$ cat src/rtl/shift_rows_pipe.sv
// Forward AES ShiftRows stage behind a two-entry elastic output buffer.
// Optional build macro SHIFT_ROWS_INV_EN adds an inv port selecting the inverse rotation.
module shift_rows_pipe #(
    parameter int CNT_W = 16
) (
    input  logic             clk,
    input  logic             rst,
    input  logic             flush,
    input  logic             in_valid,
    output logic             in_ready,
    input  logic [127:0]     in_data,
`ifdef SHIFT_ROWS_INV_EN
    input  logic             inv,
`endif
    output logic             out_valid,
    input  logic             out_ready,
    output logic [127:0]     out_data,
    output logic [CNT_W-1:0] blk_cnt
);

    typedef enum logic [1:0] {
        EMPTY = 2'd0,
        ONE   = 2'd1,
        FULL  = 2'd2
    } occ_e;

    occ_e             state_q, state_d;
    logic [127:0]     out_q, out_d;
    logic [127:0]     skid_q, skid_d;
    logic [CNT_W-1:0] cnt_q, cnt_d;
    logic [127:0]     shifted;
    logic             in_fire;
    logic             out_fire;
    logic             inv_sel;

    // Rows are big-endian words: byte 4r sits in bits [31:24].
    function automatic logic [31:0] rotl(input logic [31:0] w,
                                         input logic [1:0]  n);
        logic [31:0] r;
        r = w;
        unique case (n)
            2'd0: r = w;
            2'd1: r = {w[23:0], w[31:24]};
            2'd2: r = {w[15:0], w[31:16]};
            2'd3: r = {w[7:0],  w[31:8]};
            default: r = w;
        endcase
        return r;
    endfunction

`ifdef SHIFT_ROWS_INV_EN
    assign inv_sel = inv;
`else
    assign inv_sel = 1'b0;
`endif

    // Inverse rotation is the complement: rows 1 and 3 swap amounts.
    always_comb begin
        shifted = in_data;
        shifted[127:96] = in_data[127:96];
        shifted[95:64]  = rotl(in_data[95:64], inv_sel ? 2'd3 : 2'd1);
        shifted[63:32]  = rotl(in_data[63:32], 2'd2);
        shifted[31:0]   = rotl(in_data[31:0],  inv_sel ? 2'd1 : 2'd3);
    end

    assign in_ready  = (state_q != FULL) & ~flush;
    assign out_valid = (state_q != EMPTY);
    assign out_data  = out_q;
    assign blk_cnt   = cnt_q;
    assign in_fire   = in_valid & in_ready;
    assign out_fire  = out_valid & out_ready;

    always_comb begin
        state_d = state_q;
        out_d   = out_q;
        skid_d  = skid_q;
        cnt_d   = cnt_q + CNT_W'(out_fire);
        unique case (state_q)
            EMPTY: begin
                if (in_fire) begin
                    state_d = ONE;
                    out_d   = shifted;
                end
            end
            ONE: begin
                if (in_fire && !out_fire) begin
                    state_d = FULL;
                    skid_d  = shifted;
                end else if (in_fire && out_fire) begin
                    out_d   = shifted;
                end else if (out_fire) begin
                    state_d = EMPTY;
                end
            end
            FULL: begin
                if (out_fire) begin
                    state_d = ONE;
                    out_d   = skid_q;
                end
            end
            default: state_d = EMPTY;
        endcase
        if (flush) begin
            state_d = EMPTY;
        end
    end

    always_ff @(posedge clk) begin
        if (rst) begin
            state_q <= EMPTY;
            out_q   <= '0;
            cnt_q   <= '0;
        end else begin
            state_q <= state_d;
            out_q   <= out_d;
            cnt_q   <= cnt_d;
        end
    end

    always_ff @(posedge clk) begin
        skid_q <= skid_d;
    end

endmodule

$ cat config.mk
export PLATFORM = sky130hd
export DESIGN_NAME = shift_rows_pipe
export DESIGN_NICKNAME = d
export VERILOG_FILES = /design/src/rtl/shift_rows_pipe.sv
export SDC_FILE = /design/constraint.sdc
export NUM_CORES = 1
export LEC_CHECK = 0
export BUFFER_PORTS_ARGS = -buffer_cell sky130_fd_sc_hd__buf_2
export CAP_MARGIN = 20
export CORE_MARGIN = 10
export CORE_UTILIZATION = 57
export DETAILED_ROUTE_END_ITERATION = 6
export GPL_ROUTABILITY_DRIVEN = 1
export PLACE_DENSITY = 0.92
export SYNTH_ARGS = -nofsm -noshare
export SYNTH_HDL_FRONTEND = slang
export SYNTH_SLANG_ARGS = --single-unit
$ cat constraint.sdc
create_clock -name clk -period 32.7 [get_ports clk]
set_input_delay 6.54 -clock clk [delete_from_list [all_inputs] [get_ports clk]]
set_output_delay 6.54 -clock clk [all_outputs]
set_load 0.02 [all_outputs]
==> out/metrics.csv <==
metric;value;unit
status;finished, final reports clean;
max_cap_violations;0;
rsz0062_at_grt;no;
finalSetupTns;0;ns
ir_drop;0.0000478;V
setup_viol;0;
fin_crit;13.49;ns
grt_start_max_net_pins;130;
fmax;0.0741;GHz
syn_to_final_growth;19.3;%
drt_pass1_iterations;4;
cts_resized;0;
start_util;57.9;%
max_slew_margin;28.6;%
io_pins;279;
syn_avg_cell_area;13.3;sq um
synthTopCellsByCount;dfxtp_1, a211oi_1, a311oi_1, edfxtp_1, mux2i_1;
fin_util;69.1;%
post-dp-hpwl;19.6;mm
r2r_end;out_data[64];
ys_types;36;
critPathArrivalTime;6.95;ns
antenna_found_initial;7;
cts_hold_buf;0;
grt_pass1_vias;8653;
synth_top_area_share;34.2;%
nets;1195;
async_reset_ff_share;0;%
cts_buffer_depth;3;
synth-seq-cells;274;
power_density;56.9;nW/um^2
hold_violations;0;
synth.area.top_cells;edfxtp_1, dfxtp_1, mux2i_1;
grt_pass1_wl;49.0;mm
drv_slew;0;
row_count;51;
place_congestion;0.821;
hold_start;blk_cnt[5];
drive_above_1_share;31.7;%
cts_sinks;274;
r2r_slack;28.93;ns
wl;31.5;mm
power.total;762;uW
skew;0.0116;ns
antenna_left;0;
coreArea;19400;sq um
postSynthNetCount;979;
yosysMostFrequentCell;dfxtp_1;
hp-class;reg2reg;
die_h;160;um
startpoint_type;input pin;
netlist_area;11200;sq um
dr.first_iter.drc_count;681;
avgRoutedWirePerCell;23.3;um
synthCells;844;
whs_path_depth;2;
holdWs;0.504;ns
fillerInstances;1376;
r2r-start;state_q[0];
finalCritPeriodShare;41.3;%
cts-root-buf;clkbuf_16;
dieArea;25700;sq um
critPathKind;in2out;
end_kind;output port;
worstMarginPinSlew;1.07;ns
fp.dieW;160;um
synth_top_flop_cell;dfxtp_1;
synth_edf_count;128;
setup_ws;19.21;ns
vias_per_cell;6.35;
cts_made_buffers;28;
cts_tree;yes;
post-place-ws;19.21;ns
p_leak;4.78;nW
yosysWarningCount;0;
grt_overflow_total;0;
holdPathEnd;blk_cnt[5];
port_buffers;278;
clock_latency;0.53;ns
htree_levels;1;
path_max_fanout;5;
reg2regPathDepth;5;
worst-endpoint-required;26.16;ns
vias;8597;
yosys.area.top_type;edfxtp_1;
cts_post_setup_buffers_inserted;0;
drc;0;
clk_pin_slew_worst_paths;0.06;ns
grt.total_usage;22.8;%
synth.yosys.seq_area_share;60.3;%
cell usage in the layout (no fill, tap or decap), types with 2 or more instances in the layout:
cell type  Yosys  routed
nor2b_1        9       8
clkbuf_1      44      10
buf_2         43     276
mux2_2         5       5
nand3_1        6       6
nand4_1        4       4
or3_1          2       2
nor2_1        11      10
clkinv_2       0       6
clkbuf_8       0       5
o21ai_0        2       2
o31ai_1        4       4
diode_2        0       7
edfxtp_1     128     128
dfxtp_1      146     146
a311oi_1     128     128
xor2_1         2       2
a211oi_1     128     128
nand2_1        5       5
ha_1           2       2
mux2i_1      128     128
buf_4          2      12
or4_1          4       4
a21oi_1        9       9
inv_1          2       2
clkbuf_16      0      29
nor4_1         6       6
state kept, by name (all words and copies together) (netlist names):
name	cells
skid_q	128
out_data	128
blk_cnt	16
state_q	2
how the worst max path moves through the flow:
stage / from / endpoint / slack, ns / cells after the start
finish: flush / in_ready / 19.21 / 3
global route: flush / in_ready / 19.20 / 3
CTS: flush / in_ready / 19.21 / 3
detailed placement: flush / in_ready / 19.21 / 3
global placement: flush / in_ready / 19.21 / 3
floorplan: out_ready / skid_q[0] / 16.26 / 3
layout make-up:
type / instances / area (sq um) / share of cell area [%]
Antenna cell: 7 / 17.5 / 0.131
Tap cell: 265 / 332 / 2.48
Clock inverter: 7 / 38.8 / 0.290
Multi-Input combinational cell: 465 / 3910 / 29.2
Inverter: 2 / 7.51 / 0.0560
Timing Repair Buffer: 289 / 1490 / 11.1
Clock buffer: 44 / 832 / 6.21
Sequential cell: 274 / 6770 / 50.5
cells by family after synthesis:
kind of cell / after synthesis / synth area share (%)
flip-flops: 274 / 60.3
buffers and inverters: 105 / 5.27
multiplexers: 133 / 11.9
AND/OR/NAND/NOR: 54 / 2.66
XOR/XNOR: 3 / 0.234
AO/OA/AOI/OAI: 273 / 19.4
adder cells (fa/ha/maj): 2 / 0.223
critical path, stage by stage:
cell and delay [ns]:
buf_2 0.14, nor2_1 0.10, buf_2 0.17
per-stage QoR:
step | cells | area [sq um]
after floorplan | 844 | 11200
after global placement | 1295 | 12500
after detailed placement | 1295 | 12500
after CTS | 1346 | 13400
after global routing | 1353 | 13400
final | 1353 | 13400
where the power goes:
group / switching, mW / leakage [nW] / internal (mW)
Combinational: 0.0519 / 2.00 / 0.0292
Sequential: 0.00707 / 2.35 / 0.372
Clock: 0.128 / 0.433 / 0.174
per-layer routing:
layer  GRT usage, %  wire length (um)  up-vias
met5              0                 0        -
met4           9.93              1070        0
met3           4.93              2180       64
met2           37.5             15700      391
met1           28.4             12500     4241
li1               -                 -     3901
No activity file was read; power rests on OpenSTA's default activity.
